File: src/rtl/fp_special_pkg.sv
// rtl/fp_special_pkg.sv - operand classes and special-value constants for the FP multiply front end
package fp_special_pkg;

  typedef enum logic [2:0] {
    CLS_NORMAL,
    CLS_DENORM,
    CLS_ZERO,
    CLS_INF,
    CLS_NAN
  } fp_class_e;

  // Constants are right-aligned in 64 bits; callers truncate to 1+exp_w+man_w.
  function automatic logic [63:0] qnan_const(input int exp_w, input int man_w);
    logic [63:0] v;
    v = ((64'd1 << exp_w) - 64'd1) << man_w;
    v = v | (64'd1 << (man_w - 1)) | (64'd1 << (exp_w + man_w));
    return v;
  endfunction

  function automatic logic [63:0] inf_const(input int exp_w, input int man_w, input logic sign);
    logic [63:0] v;
    v = ((64'd1 << exp_w) - 64'd1) << man_w;
    if (sign) v = v | (64'd1 << (exp_w + man_w));
    return v;
  endfunction

endpackage

File: src/rtl/fp_mult_special_stage_if.sv
// rtl/fp_mult_special_stage_if.sv - valid/ready beat bundle between issue, special stage and multiplier
interface fp_mult_special_stage_if #(
  parameter int EXP_W = 8,
  parameter int MAN_W = 23,
  parameter int TAG_W = 8,
  parameter int CNT_W = 16
);
  logic                     in_valid;
  logic                     in_ready;
  logic [EXP_W+MAN_W:0]     a_in;
  logic [EXP_W+MAN_W:0]     b_in;
  logic [TAG_W-1:0]         tag_in;
  logic                     natlog_in;
  logic [EXP_W+MAN_W:0]     z_in;
  logic                     out_valid;
  logic                     out_ready;
  logic [EXP_W+MAN_W+1:0]   a_out;
  logic [EXP_W+MAN_W+1:0]   b_out;
  logic [EXP_W+MAN_W:0]     z_res;
  logic                     bypass;
  logic [TAG_W-1:0]         tag_out;
  logic [EXP_W+MAN_W:0]     z_out;
  logic [CNT_W-1:0]         special_cnt;
  logic                     cnt_clr;

  modport master (
    output in_valid, a_in, b_in, tag_in, natlog_in, z_in, out_ready, cnt_clr,
    input  in_ready, out_valid, a_out, b_out, z_res, bypass, tag_out, z_out, special_cnt
  );

  modport slave (
    input  in_valid, a_in, b_in, tag_in, natlog_in, z_in, out_ready, cnt_clr,
    output in_ready, out_valid, a_out, b_out, z_res, bypass, tag_out, z_out, special_cnt
  );
endinterface

File: src/rtl/fp_classify.sv
// rtl/fp_classify.sv - classify a packed operand and unpack it with an explicit hidden bit
// Denormals are kept only when FP_SPECIAL_DENORM_EN is defined; otherwise flushed to signed zero.
module fp_classify
  import fp_special_pkg::*;
#(
  parameter int EXP_W = 8,
  parameter int MAN_W = 23
) (
  input  logic [EXP_W+MAN_W:0]   op_i,
  output fp_class_e              cls_o,
  output logic [EXP_W+MAN_W+1:0] unp_o
);
  logic             sign;
  logic [EXP_W-1:0] expo;
  logic [MAN_W-1:0] frac;

  assign {sign, expo, frac} = op_i;

  always_comb begin
    cls_o = CLS_NORMAL;
    unp_o = {sign, expo, 1'b1, frac};
    if (expo == '1) begin
      cls_o = (frac != '0) ? CLS_NAN : CLS_INF;
      unp_o = {sign, expo, 1'b0, frac};
    end else if (expo == '0) begin
      cls_o = CLS_ZERO;
      unp_o = {sign, {(EXP_W+MAN_W+1){1'b0}}};
`ifdef FP_SPECIAL_DENORM_EN
      // Denormal exponent is 1-bias, expressed as biased exponent 1 with no hidden bit.
      if (frac != '0) begin
        cls_o = CLS_DENORM;
        unp_o = {sign, EXP_W'(1), 1'b0, frac};
      end
`endif
    end
  end
endmodule

File: src/rtl/fp_mult_special_stage.sv
// rtl/fp_mult_special_stage.sv - FP multiply front end: special-case bypass, unpack, z adjust, 1-deep pipe
// Optional denormal support selected by FP_SPECIAL_DENORM_EN (see fp_classify).
module fp_mult_special_stage
  import fp_special_pkg::*;
#(
  parameter int EXP_W = 8,
  parameter int MAN_W = 23,
  parameter int TAG_W = 8,
  parameter int CNT_W = 16
) (
  input logic clock,
  input logic reset,
  fp_mult_special_stage_if.slave io
);
  localparam int W  = 1 + EXP_W + MAN_W;
  localparam int UW = W + 1;
  localparam logic [W-1:0] QNAN    = W'(qnan_const(EXP_W, MAN_W));
  localparam logic [W-1:0] INF_POS = W'(inf_const(EXP_W, MAN_W, 1'b0));

  fp_class_e         cls_a, cls_b;
  logic [UW-1:0]     unp_a, unp_b;
  logic              sign_d, accept;
  logic              bypass_d;
  logic [W-1:0]      z_res_d, z_d;

  logic              out_valid_q, bypass_q;
  logic [UW-1:0]     a_q, b_q;
  logic [W-1:0]      z_res_q, z_q;
  logic [TAG_W-1:0]  tag_q;
  logic [CNT_W-1:0]  cnt_q;

  fp_classify #(.EXP_W(EXP_W), .MAN_W(MAN_W)) u_cls_a (.op_i(io.a_in), .cls_o(cls_a), .unp_o(unp_a));
  fp_classify #(.EXP_W(EXP_W), .MAN_W(MAN_W)) u_cls_b (.op_i(io.b_in), .cls_o(cls_b), .unp_o(unp_b));

  assign sign_d      = io.a_in[W-1] ^ io.b_in[W-1];
  assign io.in_ready = !out_valid_q || io.out_ready;
  assign accept      = io.in_valid && io.in_ready;

  always_comb begin
    bypass_d = 1'b1;
    z_res_d  = '0;
    if (cls_a == CLS_NAN || cls_b == CLS_NAN) begin
      z_res_d = QNAN;
    end else if ((cls_a == CLS_INF && cls_b == CLS_ZERO) || (cls_a == CLS_ZERO && cls_b == CLS_INF)) begin
      z_res_d = QNAN;
    end else if (cls_a == CLS_INF || cls_b == CLS_INF) begin
      z_res_d = INF_POS | {sign_d, {(W-1){1'b0}}};
    end else if (cls_a == CLS_ZERO || cls_b == CLS_ZERO) begin
      z_res_d = {sign_d, {(W-1){1'b0}}};
    end else begin
      bypass_d = 1'b0;
    end
  end

  // Exponent increment wraps modulo 2^EXP_W on purpose; sign and fraction untouched.
  always_comb begin
    z_d = io.z_in;
    if (io.natlog_in) z_d[W-2:MAN_W] = io.z_in[W-2:MAN_W] + EXP_W'(1);
  end

  always_ff @(posedge clock) begin
    if (reset) begin
      out_valid_q <= 1'b0;
      bypass_q    <= 1'b0;
      a_q         <= '0;
      b_q         <= '0;
      z_res_q     <= '0;
      z_q         <= '0;
      tag_q       <= '0;
    end else if (accept) begin
      out_valid_q <= 1'b1;
      bypass_q    <= bypass_d;
      a_q         <= unp_a;
      b_q         <= unp_b;
      z_res_q     <= z_res_d;
      z_q         <= z_d;
      tag_q       <= io.tag_in;
    end else if (io.out_ready) begin
      out_valid_q <= 1'b0;
    end
  end

  always_ff @(posedge clock) begin
    if (reset || io.cnt_clr) begin
      cnt_q <= '0;
    end else if (accept && bypass_d && cnt_q != '1) begin
      cnt_q <= cnt_q + CNT_W'(1);
    end
  end

  assign io.out_valid   = out_valid_q;
  assign io.bypass      = bypass_q;
  assign io.a_out       = a_q;
  assign io.b_out       = b_q;
  assign io.z_res       = z_res_q;
  assign io.z_out       = z_q;
  assign io.tag_out     = tag_q;
  assign io.special_cnt = cnt_q;
endmodule
File: src/flat_wrapper.sv
// flat-port wrapper written by rule: the top's interface ports become plain ports
module fp_mult_special_stage_flat import fp_special_pkg::*;
#(
  parameter int EXP_W = 8,
  parameter int MAN_W = 23,
  parameter int TAG_W = 8,
  parameter int CNT_W = 16
)
  (clock, reset, io_in_valid, io_a_in, io_b_in, io_tag_in, io_natlog_in, io_z_in, io_out_ready, io_cnt_clr, io_in_ready, io_out_valid, io_a_out, io_b_out, io_z_res, io_bypass, io_tag_out, io_z_out, io_special_cnt);
  fp_mult_special_stage_if #(.EXP_W(EXP_W), .MAN_W(MAN_W), .TAG_W(TAG_W), .CNT_W(CNT_W)) io_i ();
  input logic clock;
  input logic reset;
  input wire logic [$bits(io_i.in_valid)-1:0] io_in_valid;
  input wire logic [$bits(io_i.a_in)-1:0] io_a_in;
  input wire logic [$bits(io_i.b_in)-1:0] io_b_in;
  input wire logic [$bits(io_i.tag_in)-1:0] io_tag_in;
  input wire logic [$bits(io_i.natlog_in)-1:0] io_natlog_in;
  input wire logic [$bits(io_i.z_in)-1:0] io_z_in;
  input wire logic [$bits(io_i.out_ready)-1:0] io_out_ready;
  input wire logic [$bits(io_i.cnt_clr)-1:0] io_cnt_clr;
  output wire logic [$bits(io_i.in_ready)-1:0] io_in_ready;
  output wire logic [$bits(io_i.out_valid)-1:0] io_out_valid;
  output wire logic [$bits(io_i.a_out)-1:0] io_a_out;
  output wire logic [$bits(io_i.b_out)-1:0] io_b_out;
  output wire logic [$bits(io_i.z_res)-1:0] io_z_res;
  output wire logic [$bits(io_i.bypass)-1:0] io_bypass;
  output wire logic [$bits(io_i.tag_out)-1:0] io_tag_out;
  output wire logic [$bits(io_i.z_out)-1:0] io_z_out;
  output wire logic [$bits(io_i.special_cnt)-1:0] io_special_cnt;
  assign io_i.in_valid = io_in_valid;
  assign io_i.a_in = io_a_in;
  assign io_i.b_in = io_b_in;
  assign io_i.tag_in = io_tag_in;
  assign io_i.natlog_in = io_natlog_in;
  assign io_i.z_in = io_z_in;
  assign io_i.out_ready = io_out_ready;
  assign io_i.cnt_clr = io_cnt_clr;
  assign io_in_ready = io_i.in_ready;
  assign io_out_valid = io_i.out_valid;
  assign io_a_out = io_i.a_out;
  assign io_b_out = io_i.b_out;
  assign io_z_res = io_i.z_res;
  assign io_bypass = io_i.bypass;
  assign io_tag_out = io_i.tag_out;
  assign io_z_out = io_i.z_out;
  assign io_special_cnt = io_i.special_cnt;
  fp_mult_special_stage #(.EXP_W(EXP_W), .MAN_W(MAN_W), .TAG_W(TAG_W), .CNT_W(CNT_W)) u_core (.clock(clock), .reset(reset), .io(io_i));
endmodule
File: config.mk
export PLATFORM = sky130hd
export DESIGN_NAME = fp_mult_special_stage_flat
export DESIGN_NICKNAME = d
export VERILOG_FILES = /design/src/rtl/fp_special_pkg.sv /design/src/rtl/fp_mult_special_stage_if.sv /design/src/rtl/fp_classify.sv /design/src/rtl/fp_mult_special_stage.sv /design/src/flat_wrapper.sv
export SDC_FILE = /design/constraint.sdc
export NUM_CORES = 1
export LEC_CHECK = 0
export BUFFER_PORTS_ARGS = -buffer_cell sky130_fd_sc_hd__buf_2
export CAP_MARGIN = 20
export CORE_MARGIN = 4
export CORE_UTILIZATION = 47
export DETAILED_ROUTE_END_ITERATION = 12
export GPL_TIMING_DRIVEN = 0
export MAX_ROUTING_LAYER = met4
export PLACE_DENSITY = 0.86
export SLEW_MARGIN = 5
export SYNTH_ARGS = -nofsm -noshare
export SYNTH_HDL_FRONTEND = slang
export SYNTH_HIERARCHICAL = 1
export SYNTH_SLANG_ARGS = --single-unit
File: constraint.sdc
create_clock -name clock -period 4.6 [get_ports clock]
set_input_delay 1.15 -clock clock [delete_from_list [all_inputs] [get_ports clock]]
set_output_delay 1.15 -clock clock [all_outputs]
set_load 0.01 [all_outputs]
Word level (Yosys, flattened, before mapping)
Cells that the tools add are included.

Bitwise logic cells: 1. Muxes and demuxes: 21. Add/subtract/negate cells: 2. Reductions and logical operators: 17. Equality and inequality tests: 9.

Operators by type and width (count): 32-bit 2-to-1 mux (8); 23-bit nonzero test (2); 16-bit by 1-bit adder with 16-bit output, second input constant (1); 8-bit == test, second input constant (2); 8-bit logical NOT (2); 16-bit inequality test, second input constant (1); 3-bit by 2-bit == test with 1-bit output, second input constant (4); 3-bit 2-to-1 mux (4); 8-bit by 1-bit adder with 8-bit output, second input constant (1); 8-bit 2-to-1 mux (1); 3-bit == test, second input constant (2); 1-bit logical OR (6); 1-bit 2-to-1 mux (6); 1-bit logical AND (5); 2-bit 2-to-1 mux (2); 2-bit nonzero test (1); 1-bit logical NOT (1); 1-bit bitwise XOR (1).

Register bits: 156. Output and inout bits: 157.

Depth between registers and ports, before layout
Gate-level depths: netlist of the first run.

Depth in word-level cells: 11. Gate-level depth with buffers: 10. Mapped depth without buffers: 8.

By module
The synthesis of the first run kept the hierarchy.

Modules (own cells, without submodules): fp_mult_special_stage (area an instance 4978.5 um2, cells each 626, sequential area each 2542.4 um2, instances 1); fp_classify (area an instance 387.9 um2, cells each 52, sequential area each 0.0 um2, instances 2).

Worst setup path after synthesis of the first run
No wires, ideal clock.

Path kind: input -> register. Start point: input io_a_in[5]. End point: register u_core.cnt_q[15] (netlist: u_core/io.special_cnt[15]). Cell stages on the path: 9. Data arrival time: 3.489 ns. Path slack: 1.041 ns. Path through: nor4_1 nand4_1 o31ai_1 and2b_1 nor4b_4 or4_1 clkbuf_2 or4_1 a21oi_1.

Longest elaborated chain between the ends: 11.

Ends and longest elaborated chain: start: declaration (RTL line flat_wrapper.sv:14) `input wire logic [$bits(io_i.a_in)-1:0] io_a_in;`; 23-bit nonzero test (*) (RTL line fp_classify.sv:23) `cls_o = (frac != '0) ? CLS_NAN : CLS_INF;`; 3-bit 2-to-1 mux (*) (RTL line fp_classify.sv:23); 3-bit 2-to-1 mux (*) (RTL line fp_classify.sv:22) `if (expo == '1) begin`; via u_core.cls_a[1] (RTL line fp_mult_special_stage.sv:20) `fp_class_e cls_a, cls_b;`; 3-bit by 2-bit == test with 1-bit output (RTL line fp_mult_special_stage.sv:44, fp_mult_special_stage.sv:48); 1-bit logical OR (RTL line fp_mult_special_stage.sv:48) `end else if (cls_a == CLS_ZERO || cls_b == CLS_ZERO) begin`; 1-bit 2-to-1 mux (RTL line fp_mult_special_stage.sv:48); 1-bit 2-to-1 mux (RTL line fp_mult_special_stage.sv:46) `end else if (cls_a == CLS_INF || cls_b == CLS_INF) begin`; 1-bit 2-to-1 mux (RTL line fp_mult_special_stage.sv:44) `end else if ((cls_a == CLS_INF && cls_b == CLS_ZERO) || (cls_a == CLS_ZERO && cls_b == CLS_INF)) begin`; 1-bit 2-to-1 mux (*) (RTL line fp_mult_special_stage.sv:42) `if (cls_a == CLS_NAN || cls_b == CLS_NAN) begin`; 1-bit logical AND (*) (2 in series) (RTL line fp_mult_special_stage.sv:86) `end else if (accept && bypass_d && cnt_q != '1) begin`; end signal: assignment (RTL line fp_mult_special_stage.sv:87) `cnt_q <= cnt_q + CNT_W'(1);`; end: declaration (RTL line fp_mult_special_stage.sv:30) `logic [CNT_W-1:0] cnt_q;`.

Mark *: on every way through the listed nets, which the timed path passes. The rest lies on a longest branch. A chain may end at the register's enable or synchronous reset.

Final worst setup path of the first run
Start point: input io_a_in[22]. End point: register u_core.cnt_q[15] (netlist: u_core/io.special_cnt[15]).

Same word-level chain as after synthesis.

==> summary.txt, run 1 <==
Global route
  – Antenna violations before repair: 0
  – Grt met2 use: 39.9%
  – First-pass GRT wire length: 26.7 mm
  – Met3 usage: 6.17%
  – Total grt overflow: 0
  – Total GRT Usage: 24.2%
  – Largest net degree at the start of global routing: 17
  – Met1 Usage GRT: 28.4%
  – Number of global-route vias before repair: 5,481
  – GRT Max-Usage Layer: met2

Setup path
  – Crit. Startpoint: io_a_in[22]
  – Arrival @ worst endpoint: 3970 ps
  – FF-to-FF setup slack: 2240 ps
  – Req. time, crit path: 4940 ps
  – Startpoint Class: input port
  – Crit path capture type: register
  – Crit Path Max Fanout: 10
  – Setup CP Type: input port to register
  – Worst reg2reg path startpoint: u_core/io.out_valid

Clock tree
  – Clock slew at reported path FFs: 60 ps
  – CTS resizes: 0
  – CTS tree: done
  – # Post-CTS Setup Buffers: 0
  – Worst-Skew Late Latency: 420 ps
  – Num CTS Buffers: 17
  – Clock sink total: 127
  – Hold_buf cts: 0
  – H-tree levels: 4
  – Clk buf depth: 2
  – CTS root buf: clkbuf_16

Layout
  – Share of layout cells above drive strength 1: 36.2%
  – N_diodes: 0
  – Most frequent cells in the layout: buf_2, nand2_1, dfxtp_1, a21oi_1, clkbuf_1
  – # fillers: 1,038
  – Fin nets: 1,126
  – Area Overhead vs Synth: 36.6%
  – Final core occ: 65.5%
  – Most common cell after layout, fill and taps aside: buf_2

Die
  – Die Ht: 119 um
  – Ports: 267
  – Die width: 119 um
  – Initial Util: 47.9%
  – Floorplan row count: 40
  – Core Region: 12,000 um^2
  – Die area: 14,100 um^2

Power and ir drop
  – Worst vdd ir: 224 uV
  – P_leak: 3.70 nW
  – Clock share of power: 47.1%
  – Comb pwr share: 12.9%
  – Power Total: 2.97 mW
  – Switch share: 25.1%
  – Flop pwr share: 39.9%
  – Pwr/cell area: 378 nW/um^2
  – Switching power: 0.746 mW
  – Internal power: 2.23 mW

Run status
  – Status: completed

Routing
  – Final wirelength: 17.0 mm
  – Vias per cell: 4.94
  – WL/cell: 14.5 um
  – Post-route DRC: 0
  – Detail Route Antenna Nets: 0
  – Iter 0 DRT Violations: 289
  – TritonRoute pass-1 iters: 5
  – Vias: 5,799

Timing
  – Unrepaired setup endpoints after global routing: no
  – Setup_tns: 0 ps
  – FMAX: 0.276 GHz
  – Clock Skew: 6.22 ps
  – Slew headroom: 32.4%
  – Final slew viol count: 0
  – Hold Slack: 451 ps
  – Final count of hold timing violations: 0
  – Final setup fails: 0
  – Tightest Pin Transition: 1000 ps
  – Fin crit period: 3630 ps
  – Fin crit share: 78.8%
  – Worst setup margin: 975 ps

Logic synthesis
  – Yosys reg bits: 127
  – Post-Synth XOR/XNOR Area: 2.59%
  – Ys Warns: 6
  – Post-Syn Instances: 730
  – Synth Area in Simple Gates: 31.4%
  – Adder-Cell Fraction of Synth Area: 0.435%
  – Post-Syn Area: 5750 um^2
  – Mux contribution to synthesized area: 0.174%
  – Ys async rst share: 0%
  – Yosys cell types: 47
  – Complex-gate fraction of the synthesized area: 12.2%
  – Synth Flop Type: dfxtp_1
  – Post-synth EDFFs: 0
  – Largest family of logic cells by synthesized area: simple AND/OR/NAND/NOR gates
  – Sequential fraction of the synthesis area: 44.2%
  – Mean Syn Cell Area: 7.88 um^2

Hold path
  – Hold Crit Start: u_core/io.z_out[31]
  – Worst min path class: register to register

Placement
  – GP Congestion: 0.879
  – Hpwl dp: 12.8 mm
  – PortBufs: 244
  – Pre-CTS WS: 551 ps

Run
  – Max_cap viols: 0
==> worst paths after layout <==
| check | cells after the start | to |
|---|---|---|
| max | 10 | u_core/io.special_cnt[15] |
| min | 2 | u_core/io.z_out[31] |
| max reg2reg | 7 | u_core/io.z_out[19] |
| min reg2reg | 2 | u_core/io.z_out[31] |
==> routing by layer <==
layer	wire length, um	vias up
met3	1120	29
met4	317	0
li1	-	2931
met1	7040	2617
met2	8500	222
met5	0	-
==> synthesized netlist by cell type, drive strengths merged, types with 4 or more instances <==
cell	n	share of area [%]
a211oi	11	1.4
a21oi	105	9.1
and2	51	7.3
buf	40	5.2
clkbuf	50	3.3
dfxtp	127	44
nand2	211	14
nand3	7	0.61
nand4	14	1.5
nor2	27	1.8
nor3	11	0.96
nor4	21	2.7
o21ai	4	0.35
xnor2	10	1.5
xor2	7	1.1
==> flip-flops by register name, indices dropped and copies added (netlist names) <==
name                   cells
u_core/io.z_out           32
u_core/io.b_out           33
u_core/io.bypass           1
u_core/io.a_out           33
u_core/io.tag_out          8
u_core/io.special_cnt     16
u_core/io.z_res            3
u_core/io.out_valid        1
==> power by group through the flow <==
stage,clock (mW),sequential (mW),combinational (mW)
5_1_grt,1.48,1.20,0.423
6_report,1.40,1.19,0.384
3_5_place_dp,0,1.21,0.381
3_3_place_gp,0,1.21,0.376
2_1_floorplan,0,1.24,0.185
4_1_cts,1.42,1.19,0.385
==> critical path, stage by stage <==
cell      delay (ps)
buf_2            110
nor4_1           320
nand4_1          220
o31ai_1          470
and2b_1          340
nor4b_4          130
or4_1            510
clkbuf_2         160
or4_1            400
a21oi_1          150
==> final cells by class <==
type | instances | area (um^2) | area share [%]
clock inverter | 11 | 154 | 1.96
sequential | 127 | 2540 | 32.3
multi-input combinational | 531 | 2780 | 35.3
inverter | 1 | 3.75 | 0.0477
buffer | 92 | 508 | 6.46
timing repair buffer | 244 | 1220 | 15.5
tap | 147 | 184 | 2.34
clock buffer | 21 | 470 | 5.98
==> cells by family after synthesis <==
kind of cell    Yosys count
mux                       1
other cells               1
buf+inv                  93
simple gates            360
xor+xnor                 17
compound gates          129
fa+ha+maj                 2
flops                   127
==> metrics by stage <==
step                instance area, um^2  instances
CTS                                7860       1174
global route                       7860       1174
floorplan                          5830        751
finish                             7860       1174
global placement                   7240       1142
detailed placement                 7240       1142
Note: power is estimated with default switching activity, not from simulation.
==> run 2: changes to the inputs <==
- clock period: 4.6 -> 3.4 ns (I/O delays scaled with it)
==> summary.txt, run 2 (synthesis gave the netlist of run 1 again) <==
Run status
  – Status: completed

Timing
  – Hold Slack: 451 ps (-0.0670 ps)
  – Final count of hold timing violations: 0 (unchanged)
  – Tightest Pin Transition: 1020 ps (+19.4 ps)
  – Final slew viol count: 0 (unchanged)
  – Slew headroom: 31.1% (-1.3 points)
  – Fin crit share: 94.9%
  – Final setup fails: 0 (unchanged)
  – Clock Skew: 5.87 ps (-0.349 ps)
  – Fin crit period: 3230 ps
  – FMAX: 0.310 GHz

Power and ir drop
  – Comb pwr share: 12.9% (about the same)
  – Clock share of power: 47.1% (about the same)
  – Pwr/cell area: 511 nW/um^2 (+35%)
  – P_leak: 3.70 nW (about the same)
  – Power Total: 4.02 mW (+35%)
  – Flop pwr share: 40.0% (about the same)
  – Switch share: 25.0% (-0.034 points)
  – Internal power: 3.02 mW (+35%)
  – Switching power: 1.01 mW (+35%)
  – Worst vdd ir: 303 uV (+35%)

Clock tree
  – Num CTS Buffers: 17 (unchanged)
  – H-tree levels: 4 (unchanged)
  – # Post-CTS Setup Buffers: 0 (unchanged)
  – Worst-Skew Late Latency: 410 ps (about the same)
  – Clock slew at reported path FFs: 60 ps (about the same)
  – CTS tree: done
  – Clk buf depth: 2 (unchanged)
  – Hold_buf cts: 0 (unchanged)
  – Clock sink total: 127 (unchanged)
  – CTS root buf: clkbuf_16

Setup path
  – CP cell instances: buf_2 -> nor4_1 -> nand4_1 -> o31ai_2 -> and2b_1 -> nor4b_4 -> or4_1 -> clkbuf_2 -> or4_1 -> a21oi_1
  – FF-to-FF setup slack: 1030 ps (-1210 ps)
  – Crit path capture type: register
  – Arrival @ worst endpoint: 3570 ps (-400 ps)
  – Setup CP Type: input port to register
  – R2R cell count: 7 (unchanged)
  – FF-to-FF End: u_core/io.z_out[19]
  – Worst path max stage delay: 510 ps (about the same)
  – Critical Path Slowest Stage Cell: or4_1
  – Startpoint Class: input port
  – Worst reg2reg path startpoint: u_core/io.out_valid
  – Crit Path Max Fanout: 10 (unchanged)
  – Req. time, crit path: 3740 ps (-1200 ps)
  – CP bufs+invs: 2 (unchanged)
  – CP most frequent cell: or4_1
  – Family with the most delay on the worst path: simple AND/OR/NAND/NOR gates

Routing
  – WL/cell: 14.5 um (about the same)
  – Iter 0 DRT Violations: 280 (-3.1%)
  – Vias per cell: 4.95 (+0.31%)
  – TritonRoute pass-1 iters: 5 (unchanged)
  – Post-route DRC: 0 (unchanged)
  – Vias: 5,817 (+0.31%)
  – Final wirelength: 17.0 mm (about the same)
  – Detail Route Antenna Nets: 0 (unchanged)

Hold path
  – Worst hold stages: 2 (unchanged)
  – Worst min path class: register to register
  – Hold Crit Start: u_core/io.z_out[31]
  – Hold Path End: u_core/io.z_out[31]

Placement
  – PortBufs: 244 (unchanged)
  – GP Congestion: 0.879 (unchanged)
  – DP Area: 7240 um^2 (unchanged)
  – Hpwl dp: 12.8 mm (unchanged)

Layout
  – N_diodes: 0 (unchanged)
  – Most frequent cells in the layout: buf_2, nand2_1, dfxtp_1, a21oi_1, clkbuf_1
  – Fin nets: 1,126 (unchanged)
  – Final instance area: 7870 um^2 (about the same)
  – Area Overhead vs Synth: 36.7% (about the same)
  – Most common cell after layout, fill and taps aside: buf_2
  – # fillers: 1,038 (unchanged)
  – Share of layout cells above drive strength 1: 36.3% (+0.097 points)

Die
  – Die width: 119 um (unchanged)
  – Die area: 14,100 um^2 (unchanged)
  – Floorplan row count: 40 (unchanged)
  – Initial Util: 47.9% (unchanged)
  – Die Ht: 119 um (unchanged)
  – Ports: 267 (unchanged)
  – Core Region: 12,000 um^2 (unchanged)

Global route
  – Total GRT Usage: 24.2% (unchanged)
  – Total grt overflow: 0 (unchanged)
  – Largest net degree at the start of global routing: 17 (unchanged)
  – Antenna violations before repair: 0 (unchanged)
  – Number of global-route vias before repair: 5,481 (unchanged)
  – First-pass GRT wire length: 26.7 mm (unchanged)

Run
  – Max_cap viols: 0 (unchanged)
## run 2: cell counts in the layout (fill, tap and decap cells not counted)
No cell type changed its count.
## run 2: stage by stage
stage	setup WS [ps]	std cells	TNS (ps)	utilization [%]
final	173	1174	0	65.5
after global routing	-5.19	1174	-5.19	65.5
after global placement	-247	1142	-831	60.3
after floorplan	141	751	0	-
after CTS	89.3	1174	0	65.5
after detailed placement	-349	1142	-1550	60.3
## run 2: layout make-up
cell class | count | area [um^2] | area share, %
inverters | 1 | 3.75 | 0.0477
clock inverters | 11 | 154 | 1.96
repair buffers | 244 | 1220 | 15.5
plain buffers | 92 | 508 | 6.46
well taps | 147 | 184 | 2.34
clock buffers | 21 | 470 | 5.98
multi-input cells | 531 | 2780 | 35.4
flip-flops and latches | 127 | 2540 | 32.3
## run 2: layer usage
layer	part of all wire (%)	vias to the layer above	GRT usage (%)
li1	-	2929	-
met1	41	2624	28.4
met2	50	234	39.9
met3	6.8	30	6.17
met4	1.9	0	9.20
met5	0	-	-
## run 2: worst min-delay path: stages, from the launching register on
cell and delay (ps):
dfxtp_1 300, nand2_1 50, a21oi_1 50
## run 2: power groups by stage
stage	sequential, mW	combinational (mW)	clock, mW
floorplan	1.68	0.250	0
global placement	1.63	0.509	0
detailed placement	1.64	0.516	0
CTS	1.61	0.521	1.92
global route	1.62	0.572	2.00
finish	1.61	0.520	1.90
## run 2: how the worst max path moves through the flow
stage	start	to	depth (start not counted)
2_1_floorplan	io_a_in[5]	u_core/io.special_cnt[15]	9
3_3_place_gp	io_a_in[22]	u_core/io.special_cnt[15]	10
3_5_place_dp	io_a_in[22]	u_core/io.special_cnt[15]	10
4_1_cts	io_a_in[22]	u_core/io.special_cnt[15]	10
5_1_grt	io_a_in[22]	u_core/io.special_cnt[13]	10
6_report	io_a_in[22]	u_core/io.special_cnt[15]	10
## run 2: timing repair
action / CTS / global route
endpoints found under the setup margin: 0 / 3
hold endpoints to repair: 0 / 0
gates resized for setup: 0 / 1
